--- src/rtl/date_preset_ctrl.sv ---
// Start-date editor for the calendar counter chain: debounced mode/inc buttons walk year -> month -> day.
// Outputs are registered; load is a single-cycle pulse one cycle after the mode press that ends day editing.
module date_preset_ctrl #(
    parameter int DEB_CYCLES   = 4,
    parameter int BLINK_CYCLES = 8
) (
    input  logic       clk,
    input  logic       rst,
    input  logic       btn_mode,
    input  logic       btn_inc,
    input  logic [3:0] cur_y1,
    input  logic [3:0] cur_y0,
    input  logic [3:0] cur_m1,
    input  logic [3:0] cur_m0,
    input  logic [3:0] cur_d1,
    input  logic [3:0] cur_d0,
    output logic [3:0] set_y1,
    output logic [3:0] set_y0,
    output logic [3:0] set_m1,
    output logic [3:0] set_m0,
    output logic [3:0] set_d1,
    output logic [3:0] set_d0,
    output logic       load,
    output logic       editing,
    output logic [1:0] field_sel,
    output logic       blink
);

    localparam int DW = $clog2(DEB_CYCLES + 1);
    localparam int BW = $clog2(BLINK_CYCLES + 1);

    typedef enum logic [2:0] {RUN, EDIT_Y, EDIT_M, EDIT_D, COMMIT} state_t;

    state_t          state, state_nx;
    logic [1:0]      sync1, sync2, level, pulse;
    logic [DW-1:0]   deb_cnt [2];
    logic [BW-1:0]   blink_cnt;
    logic [7:0]      set_y, set_m, set_d;
    logic [7:0]      y_nx, m_nx, d_nx, md;
    logic            mode_p, inc_p, edit_nx;

    // Bit 0 is the mode button, bit 1 the increment button.
    always_ff @(posedge clk or negedge rst) begin
        if (!rst) begin
            sync1 <= '0;
            sync2 <= '0;
            level <= '0;
            pulse <= '0;
            for (int i = 0; i < 2; i++) deb_cnt[i] <= '0;
        end else begin
            sync1 <= {btn_inc, btn_mode};
            sync2 <= sync1;
            for (int i = 0; i < 2; i++) begin
                pulse[i] <= 1'b0;
                if (sync2[i] != level[i]) begin
                    if (deb_cnt[i] == DW'(DEB_CYCLES - 1)) begin
                        level[i]   <= sync2[i];
                        pulse[i]   <= sync2[i];
                        deb_cnt[i] <= '0;
                    end else begin
                        deb_cnt[i] <= deb_cnt[i] + 1'b1;
                    end
                end else begin
                    deb_cnt[i] <= '0;
                end
            end
        end
    end

    assign mode_p = pulse[0];
    assign inc_p  = pulse[1];

    function automatic logic [7:0] bcd_inc(input logic [7:0] v);
        return (v[3:0] == 4'd9) ? {v[7:4] + 4'd1, 4'd0} : {v[7:4], v[3:0] + 4'd1};
    endfunction

    function automatic logic [7:0] max_day(input logic [7:0] m, input logic [7:0] y);
        logic leap;
        leap = y[4] ? (y[3:0] == 4'd2 || y[3:0] == 4'd6)
                    : (y[3:0] == 4'd0 || y[3:0] == 4'd4 || y[3:0] == 4'd8);
        case (m)
            8'h02:                      return leap ? 8'h29 : 8'h28;
            8'h04, 8'h06, 8'h09, 8'h11: return 8'h30;
            default:                    return 8'h31;
        endcase
    endfunction

    assign md = max_day(set_m, set_y);

    always_comb begin
        state_nx = state;
        y_nx     = set_y;
        m_nx     = set_m;
        d_nx     = set_d;
        case (state)
            RUN: if (mode_p) begin
                // Captured fields are forced back into legal BCD ranges.
                y_nx[7:4] = (cur_y1 > 4'd9) ? 4'd0 : cur_y1;
                y_nx[3:0] = (cur_y0 > 4'd9) ? 4'd0 : cur_y0;
                m_nx = {cur_m1, cur_m0};
                if (cur_m1 > 4'd9 || cur_m0 > 4'd9 || m_nx == 8'h00 || m_nx > 8'h12) m_nx = 8'h01;
                d_nx = {cur_d1, cur_d0};
                if (cur_d1 > 4'd9 || cur_d0 > 4'd9 || d_nx == 8'h00) d_nx = 8'h01;
                state_nx = EDIT_Y;
            end
            EDIT_Y: if (mode_p) begin
                d_nx     = (set_d > md) ? md : set_d;
                state_nx = EDIT_M;
            end else if (inc_p) begin
                y_nx = (set_y == 8'h99) ? 8'h00 : bcd_inc(set_y);
            end
            EDIT_M: if (mode_p) begin
                d_nx     = (set_d > md) ? md : set_d;
                state_nx = EDIT_D;
            end else if (inc_p) begin
                m_nx = (set_m >= 8'h12) ? 8'h01 : bcd_inc(set_m);
            end
            EDIT_D: if (mode_p) begin
                state_nx = COMMIT;
            end else if (inc_p) begin
                d_nx = (set_d >= md) ? 8'h01 : bcd_inc(set_d);
            end
            COMMIT:  state_nx = RUN;
            default: state_nx = RUN;
        endcase
    end

    assign edit_nx = (state_nx == EDIT_Y) || (state_nx == EDIT_M) || (state_nx == EDIT_D);

    always_ff @(posedge clk or negedge rst) begin
        if (!rst) begin
            state     <= RUN;
            set_y     <= 8'h00;
            set_m     <= 8'h01;
            set_d     <= 8'h01;
            load      <= 1'b0;
            editing   <= 1'b0;
            field_sel <= 2'd0;
            blink     <= 1'b0;
            blink_cnt <= '0;
        end else begin
            state   <= state_nx;
            set_y   <= y_nx;
            set_m   <= m_nx;
            set_d   <= d_nx;
            load    <= (state_nx == COMMIT);
            editing <= edit_nx;
            case (state_nx)
                EDIT_Y:  field_sel <= 2'd1;
                EDIT_M:  field_sel <= 2'd2;
                EDIT_D:  field_sel <= 2'd3;
                default: field_sel <= 2'd0;
            endcase
            if (!edit_nx) begin
                blink     <= 1'b0;
                blink_cnt <= '0;
            end else if (blink_cnt == BW'(BLINK_CYCLES - 1)) begin
                blink     <= ~blink;
                blink_cnt <= '0;
            end else begin
                blink_cnt <= blink_cnt + 1'b1;
            end
        end
    end

    assign {set_y1, set_y0} = set_y;
    assign {set_m1, set_m0} = set_m;
    assign {set_d1, set_d0} = set_d;

endmodule

--- config.mk ---
export PLATFORM = sky130hd
export DESIGN_NAME = date_preset_ctrl
export DESIGN_NICKNAME = d
export VERILOG_FILES = /design/src/rtl/date_preset_ctrl.sv
export SDC_FILE = /design/constraint.sdc
export NUM_CORES = 1
export LEC_CHECK = 0
export ABC_AREA = 0
export CAP_MARGIN = 20
export CORE_AREA = 4 4 114 83
export CTS_CLUSTER_SIZE = 24
export DETAILED_ROUTE_END_ITERATION = 6
export DIE_AREA = 0 0 118 87
export GPL_ROUTABILITY_DRIVEN = 0
export GPL_TIMING_DRIVEN = 0
export SYNTH_ARGS = -nofsm -noshare
export SYNTH_HDL_FRONTEND = slang
export SYNTH_SLANG_ARGS = --single-unit
--- constraint.sdc ---
create_clock -name clk -period 7.2 [get_ports clk]
set_clock_uncertainty 0.15 [all_clocks]
set_input_delay 1.44 -clock clk [delete_from_list [all_inputs] [get_ports clk]]
set_output_delay 1.44 -clock clk [all_outputs]
set_load 0.02 [all_outputs]
# ---- Yosys cells after proc, flatten, opt, wreduce, memory -nomap -nowiden
# Cells that the tools add are included.
dict set report word_totals {
  reg_bits 50
  inputBits 28
  output_inout_bits 29
  elab_cells 149
}
dict set report op_classes {
  addsub 9
  order_cmp 10
  n_eq_ne 38
  n_mux 45
  bitwise 1
  n_reduce_logical 27
}
# operator count
set ops {}
lappend ops {{$mux 8} 19}
lappend ops {{$pmux 8 s2} 2}
lappend ops {{$add 4x1->4 const B} 7}
lappend ops {{$gt 4x4->1 const B} 6}
lappend ops {{$mux 3} 8}
lappend ops {{$pmux 8 s3} 1}
lappend ops {{$eq 3x2->1 const B} 6}
lappend ops {{$eq 4x4->1 const B} 4}
lappend ops {{$eq 8x3->1 const B} 2}
lappend ops {{$logic_not 8->1} 2}
lappend ops {{$mux 4} 4}
lappend ops {{$ne 2x2->1 const B} 7}
lappend ops {{$eq 4x3->1 const B} 3}
lappend ops {{$pmux 3 s4} 1}
lappend ops {{$logic_or 1x1->1} 10}
lappend ops {{$pmux 5 s2} 1}
lappend ops {{$reduce_and 5->1} 2}
lappend ops {{$ne 3x3->1 const B} 3}
lappend ops {{$eq 8x2->1 const B} 1}
lappend ops {{$eq 8x4->1 const B} 1}
lappend ops {{$eq 8x5->1 const B} 1}
lappend ops {{$eq 8x8->1 const B} 1}
lappend ops {{$ge 8x5->1 const B} 1}
lappend ops {{$ge 8x8->1} 1}
lappend ops {{other kinds (21)} 36}

# ---- Logic depth before layout (Yosys ltp)
# Gate-level depths: netlist of run 1.
dict set report depth {
  depth_word 11
  depth_mapped 11
  depth_no_buf 11
}

# ---- Worst setup path after synthesis of run 1
# No wires, ideal clock.
dict set report synth_path {
  kind {reg-to-reg}
  from {register set_m[5]}
  to {register set_d[1]}
  setup_time_ps 125
  t_arrival_ps 2887
  t_required_ps 6925
  slack_ps 4037
  stages_incl_launch_ff 12
  path_buffers 0
  period_less_slack_ps 3163
  path_cell_list {dfrtp_1 -> inv_1 -> ha_1 -> or2_2 -> a31oi_1 -> a2111o_1 -> ha_1 -> nand4bb_1 -> or4_4 -> a31o_4 -> and2_4 -> mux2_4}
}
dict set report synth_between {
  elab_chain_len 8
  word_cells_on_any_way 15
  cone_classes {order compare (2); eq/ne (6); mux (5); reduce/logical (2)}
}
# item line_no
set synth_rtl {}
lappend synth_rtl {{from (decl)} 38} ;# logic [7:0] set_y, set_m, set_d;
lappend synth_rtl {{from (signal assigned)} 144} ;# set_m <= m_nx;
lappend synth_rtl {{$eq 8x3->1 (tied with other cells)} 81} ;# case (m)
lappend synth_rtl {{$reduce_or 4->1} 81}
lappend synth_rtl {{$pmux 5 s2 (*)} 81}
lappend synth_rtl {{$ge 8x8->1} 121} ;# d_nx = (set_d >= md) ? 8'h01 : bcd_inc(set_d);
lappend synth_rtl {{$mux 8} 121}
lappend synth_rtl {{$mux 8} 120} ;# end else if (inc_p) begin
lappend synth_rtl {{$mux 8} 118} ;# EDIT_D: if (mode_p) begin
lappend synth_rtl {{$pmux 8 s3} 95} ;# case (state)
lappend synth_rtl {{to (signal assigned)} 145} ;# set_d <= d_nx;
lappend synth_rtl {{to (decl)} 38}
# Every way passes the cells marked *; elsewhere a longest branch is shown, timed or not. The select of a mux whose other input is x is not followed.
# A chain may end at the register's enable or synchronous reset.

# ---- Worst setup path in the final report of run 1
dict set report layout_path {
  from {register set_m[0]}
  to {register set_d[1]}
}
# The elaborated chain is that of the path after synthesis.

==> flow_summary_export.csv, run 1 <==
group,metric,value,unit
outcome,status,"complete, no violations",
final_layout,area_delta_synth_final,29.90,%
detailed_routing,drc_errors,0,
clock_tree,htreeDepth,2,
pwr,seqPwrFrac,0.324,
min_path,min_to,"sync2[0]$_DFF_PN0_",
critical_path,path_class,"reg2reg",
synthesis,synth_cell_type_count,60,
timing,max_freq,296.9,MHz
floorplan,dieHeight,87,µm
detailed_routing,dr.first_iter.drc_count,103,
synthesis,synth_fp_nets,347,
clock_tree,cts_tree,"built",
pwr,internal_power,0.0008647,W
final_layout,final_net_count,411,
synthesis,avgSynthCellArea,9.468,µm²
final_layout,fillers,816,
synthesis,synth_top_flop_cell,"dfrtp_1",
pwr,cellLeakagePower,1.553,nW
min_path,hold_start,"sync1[0]$_DFF_PN0_",
global_routing,antenna_found_initial,0,
global_routing,grt_pass1_vias,2562,
critical_path,worst_r2r_path_depth,9,
timing,rsz0062_at_grt,"no",
floorplan,fp.dieArea,10270,µm²
critical_path,end_kind,"flop",
floorplan,initial_core_util,0.3463,
clock_tree,clk-insertion-delay-late,0.29,ns
synthesis,synth_edf_count,0,
min_path,hp-class,"reg2reg",
synthesis,yosysSeqAreaShare,0.4341,
synthesis,ys_ff_latch,50,
pwr,p_total,0.001513,W
timing,period_minus_slack,3.368,ns
critical_path,worstSetupStartpointType,"flop",
clock_tree,cts.clk_slew.worst_paths,0.07,ns
critical_path,cp.required,7.23,ns
timing,finalHoldViolCount,0,
detailed_routing,via_per_inst,5.303,
detailed_routing,drt_wl_total,6.890,mm
pwr,netSwitchingFraction,0.4286,
detailed_routing,drt_first_pass_iters,4,
global_routing,grt_max_degree,40,
pwr,comb_power_share,0.513,
global_routing,grt_pass1_wl,12.22,mm
critical_path,r2r-start,"set_m[0]$_DFFE_PN1P_",
critical_path,cp_max_fo,10,
pwr,ir_drop,154.9,µV
global_routing,grt.total_usage,0.1452,
timing,hold-worst-slack,0.1977,ns
synthesis,synthArstFlopShare,1.000,
floorplan,boundaryPins,57,
detailed_routing,wire_per_inst,14.51,µm
pwr,clkPwrFrac,0.163,
timing,slew_violations,0,
global_routing,grt-ovfl-total,0,
timing,setup_tns,0,ns
critical_path,r2r-end,"set_d[1]$_DFFE_PN0P_",
timing,worst-slew-pin-transition,0.7160,ns
placement,dp_hpwl,5.292,mm
floorplan,rows,28,
run,cap_violations,0,
clock_tree,cts_buffers,5,
timing,fin_crit_sh,0.4678,
clock_tree,cts_sinks,50,
detailed_routing,detail-route-antenna-nets,0,
detailed_routing,vias,2519,
pwr,power_switching,0.0006486,W
synthesis,yosys_warnings,0,
final_layout,diodes,0,
timing,slew_headroom,0.5190,
clock_tree,post_cts_resized,0,
clock_tree,post_cts_buffers,0,
timing,setup_viol,0,
floorplan,die_w,118,µm
synthesis,netlist_area,2888,µm²
synthesis,syn_inst,305,
floorplan,coreArea,8338,µm²
critical_path,cp.arrival,3.40,ns
placement,portBuffers,56,
critical_path,ff2ff_setup_slack,3.83,ns
pwr,power.density,403.4,nW/µm²
clock_tree,hold_buffers,0,
clock_tree,cts-root-buf,"clkbuf_16",
min_path,min_delay_path_depth,0,
final_layout,final_util,0.4499,
clock_tree,clockBufferDepth,2,
final_layout,drive_above_1_share,0.07568,
==> cell type report <==
class,instances,area [µm²],share of cell area
well taps,105,131.4,0.03502
clock buffers,6,138.9,0.03702
multi-input cells,232,1544,0.4116
clock inverters,2,17.52,0.004670
repair buffers,57,575.6,0.1534
inverters,16,60.06,0.01601
plain buffers,7,30.03,0.008005
flip-flops and latches,50,1254,0.3342
==> registers in the layout, summed over array words and instances (netlist names) <==
name and count:
blink_cnt 4, blink 1, pulse 2, load 1
field_sel 2, set_y 8, state 3, set_d 8
set_m 8, editing 1, sync1 2, sync2 2
deb_cnt 6, level 2
==> synthesized netlist by cell type (3+ instances only) <==
library cell  count  area [µm²]
clkbuf_1          4       15.01
nor2_1           30       112.6
and2_1            3       18.77
a31oi_1           6       37.54
inv_1            16       60.06
and3b_1           4       35.03
nor3b_1           7       52.55
xnor2_1           4       35.03
nand2b_1          7       43.79
nand2_1          19       71.32
buf_2             3       15.01
dfrtp_1          48        1201
ha_1             14       175.2
a211oi_1          6       45.04
nor3_1           13       65.06
a41oi_1           4       35.03
o21ai_0          26       130.1
nand3_1          10       50.05
or4_1             3       22.52
and3_1            5       31.28
nor2b_1           6       37.54
a21oi_1          16       80.08
==> worst max-delay path by stage <==
stage                               from                    to  slack [ns]  cells past startpoint
floorplan           set_m[5]$_DFFE_PN0P_  set_d[1]$_DFFE_PN0P_        4.04                     11
global placement                     rst     blink$_DFFE_PN0P_        2.97                      1
detailed placement             cur_m0[1]  set_m[0]$_DFFE_PN1P_        3.63                      6
CTS                 set_m[0]$_DFFE_PN1P_  set_d[1]$_DFFE_PN0P_        3.84                      9
global route        set_m[0]$_DFFE_PN1P_  set_d[1]$_DFFE_PN0P_        3.66                      9
finish              set_m[0]$_DFFE_PN1P_  set_d[1]$_DFFE_PN0P_        3.83                      9
==> through the flow <==
stage	instance area, µm²	worst slack [ns]	instances
2_1_floorplan	2888	4.037	305
3_3_place_gp	3580	2.975	466
3_5_place_dp	3595	3.629	467
4_1_cts	3751	3.844	475
5_1_grt	3751	3.657	475
6_report	3751	3.832	475
==> routing by layer <==
layer	GRT usage	vias to the layer above	wire [µm]
met5	0	-	0
met4	0.03830	0	73
met3	0.03571	6	289
met2	0.2289	48	3021
met1	0.2013	1206	3506
li1	-	1259	-
==> power groups by stage <==
stage	Clock [W]	Sequential (W)	Combinational, W
floorplan	0	0.000543	0.000443
global placement	0	0.000491	0.000764
detailed placement	0	0.000492	0.000774
CTS	0.000257	0.000488	0.000779
global route	0.000268	0.000510	0.000868
finish	0.000246	0.000490	0.000777
==> logic make-up (layout without fill, tap and decap cells) <==
family / count (synthesis) / in the layout / synth area share
AND/OR/NAND/NOR: 124 / 124 / 0.2387
multiplexers: 5 / 5 / 0.01993
XOR/XNOR: 6 / 6 / 0.01820
adder cells (fa/ha/maj): 14 / 14 / 0.06066
buffers and inverters: 23 / 88 / 0.03119
AO/OA/AOI/OAI: 83 / 83 / 0.1971
flip-flops: 50 / 50 / 0.4341
==> cell usage in the layout (no fill, tap or decap), types with 10 or more instances in the layout <==
master and instances:
ha_1 14, nor2_1 30, nand3_1 10, nand2_1 19, o21ai_0 26, nor3_1 13, inv_1 16, dfrtp_1 48
a21oi_1 16, clkdlybuf4s50_1 55
==> critical path, stage by stage, from the launching register on <==
cell,delay (ns)
dfstp_2,0.57
clkbuf_1,0.34
a41oi_1,0.17
a2111o_1,0.35
ha_1,0.29
nand4bb_1,0.13
or4_4,0.45
a31o_4,0.30
and2_4,0.19
mux2_4,0.29
No activity file was read; power rests on OpenSTA's default activity.
==> run 2, diff against run 1 <==
==> constraint.sdc (replaced) <==
create_clock -name clk -period 2.86 [get_ports clk]
set_clock_uncertainty 0.15 [all_clocks]
set_input_delay 0.572 -clock clk [delete_from_list [all_inputs] [get_ports clk]]
set_output_delay 0.572 -clock clk [all_outputs]
set_load 0.02 [all_outputs]
==> flow_summary_export.csv, run 2 (synthesis gave the netlist of run 1 again) <==
group,metric,value,unit
outcome,status,"finished with violations",
outcome,violations,"negative setup slack",
final_layout,area_delta_synth_final,37.35,%
pwr,power.density,1041,nW/µm²
timing,fin_ws,-0.2456,ns
global_routing,grt_max_degree,40,
global_routing,grt.met1_usage,0.2066,
clock_tree,cts_tree,"built",
timing,slew_violations,0,
placement,place_area,3618,µm²
timing,worst-slew-pin-transition,0.8649,ns
global_routing,grt-ovfl-total,0,
critical_path,slowest_delay,0.46,ns
critical_path,path_class,"reg2reg",
detailed_routing,via_per_inst,5.303,
global_routing,grtUsageMet3,0.04091,
clock_tree,htreeDepth,2,
clock_tree,clockBufferDepth,2,
timing,slew_headroom,0.4234,
critical_path,end_kind,"flop",
placement,portBuffers,56,
floorplan,die_w,118,µm
clock_tree,hold_buffers,0,
critical_path,worstSetupStartpointType,"flop",
clock_tree,cts-root-buf,"clkbuf_16",
pwr,cellLeakagePower,1.635,nW
floorplan,dieHeight,87,µm
final_layout,final_common_cell,"clkdlybuf4s50_1",
final_layout,drive_above_1_share,0.1589,
critical_path,path_cells,"nor3b_2, nand3_1, a2111o_1, ha_1, nand4bb_1, or4_4, a31o_4, and2_4, mux2_4",
min_path,hp-class,"in2async",
final_layout,final_net_count,425,
detailed_routing,dr.first_iter.drc_count,129,
detailed_routing,drt_wl_total,7.330,mm
timing,finalHoldViolCount,0,
timing,rsz0062_at_grt,"yes",
floorplan,boundaryPins,57,
global_routing,grt.total_usage,0.1490,
timing,hold-worst-slack,0.01820,ns
global_routing,grt_pass1_vias,2594,
critical_path,cp_max_fo,5,
placement,dp_hpwl,5.391,mm
critical_path,slowest_stage,"a2111o_1",
floorplan,initial_core_util,0.3463,
timing,period_minus_slack,3.106,ns
run,cap_violations,0,
clock_tree,cts_buffers,5,
detailed_routing,vias,2593,
final_layout,mostFrequentLayoutCells,"clkdlybuf4s50_1, dfrtp_1, nor2_1",
timing,setup_tns,-1.184,ns
detailed_routing,drt_first_pass_iters,6,
floorplan,coreArea,8338,µm²
detailed_routing,drc_errors,0,
final_layout,reg_top3,"set_d: 8 flops, set_m: 8 flops, set_y: 8 flops",
floorplan,rows,28,
final_layout,finalInstanceArea,3966,µm²
global_routing,gr-usage-met2,0.2336,
global_routing,busiest_layer,"met2",
global_routing,antenna_found_initial,0,
critical_path,cp.arrival,3.13,ns
clock_tree,clk-insertion-delay-late,0.29,ns
clock_tree,cts_sinks,50,
global_routing,grt_pass1_wl,12.76,mm
floorplan,fp.dieArea,10270,µm²
clock_tree,cts.clk_slew.worst_paths,0.07,ns
detailed_routing,detail-route-antenna-nets,0,
pwr,ir_drop,339.5,µV
timing,fin_crit_sh,1.086,
placement,place_ws,-0.3910,ns
timing,max_freq,322.0,MHz
timing,setup_viol,8,
critical_path,cp.required,2.89,ns
detailed_routing,wire_per_inst,14.99,µm
final_layout,diodes,0,
final_layout,fillers,782,
## run 2: cell types whose count changed in the layout (fill, tap and decap cells not counted), moves of 2 or more
cell,before,now
dfrtp_2,0,6
a21oi_1,16,14
buf_4,0,16
dfrtp_1,48,42
a21oi_2,0,2
clkbuf_1,4,2
## run 2: per-layer routing
layer | share of wire | vias up
met5 | 0 | -
met4 | 0.0083 | 0
met3 | 0.056 | 9
met2 | 0.43 | 65
met1 | 0.51 | 1229
li1 | - | 1290
## run 2: final cells by class
cell class	instances	area, µm²	share of cell area
timing repair buffer	72	688.2	0.1735
clock buffer	6	138.9	0.03502
sequential	50	1261	0.3180
inverter	16	60.06	0.01514
buffer	6	30.03	0.007571
clock inverter	2	17.52	0.004416
tap	105	131.4	0.03312
multi-input combinational	232	1639	0.4132
## run 2: where the power goes
part	internal (W)	leakage [nW]	switching, W
clock	0.000351	0.0770	0.000265
combinational	0.00106	0.937	0.00119
sequential	0.000958	0.621	0.000299
## run 2: path summary, 6_finish.rpt
| kind | startpoint | cells after the start | slack (ns) | endpoint |
|---|---|---|---|---|
| setup / recovery | set_m[3]$_DFFE_PN0P_ | 9 | -0.25 | set_d[1]$_DFFE_PN0P_ |
| hold / removal | rst | 1 | 0.02 | set_d[1]$_DFFE_PN0P_ |
| setup reg to reg | set_m[3]$_DFFE_PN0P_ | 9 | -0.25 | set_d[1]$_DFFE_PN0P_ |
| hold reg to reg | sync1[0]$_DFF_PN0_ | 0 | 0.20 | sync2[0]$_DFF_PN0_ |
| max in group asynchronous | rst | 2 | 2.03 | set_y[4]$_DFFE_PN0P_ |
| min in group clk | sync1[0]$_DFF_PN0_ | 0 | 0.20 | sync2[0]$_DFF_PN0_ |
## run 2: worst max-delay path, delay by kind of cell (launching register included)
family                   cells  cell delay, ns
adder cells (fa/ha/maj)      1            0.29
flip-flops                   1            0.44
multiplexers                 1            0.29
AND/OR/NAND/NOR              5            1.12
AO/OA/AOI/OAI                2            0.71
## run 2: what timing repair did
action                     in CTS  in global routing
setup buffers                  15                  1
gates resized for setup        11                  5
setup endpoints to repair       8                  8
pin swaps                       6                  4
gates cloned                    0                  0
## run 2: through the flow
stage	std cells	utilization	power [W]
after floorplan	305	-	0.002501
after global placement	466	0.4322	0.003185
after detailed placement	467	0.4340	0.003221
after CTS	489	0.4725	0.004102
after global routing	489	0.4757	0.004467
final	489	0.4757	0.004130
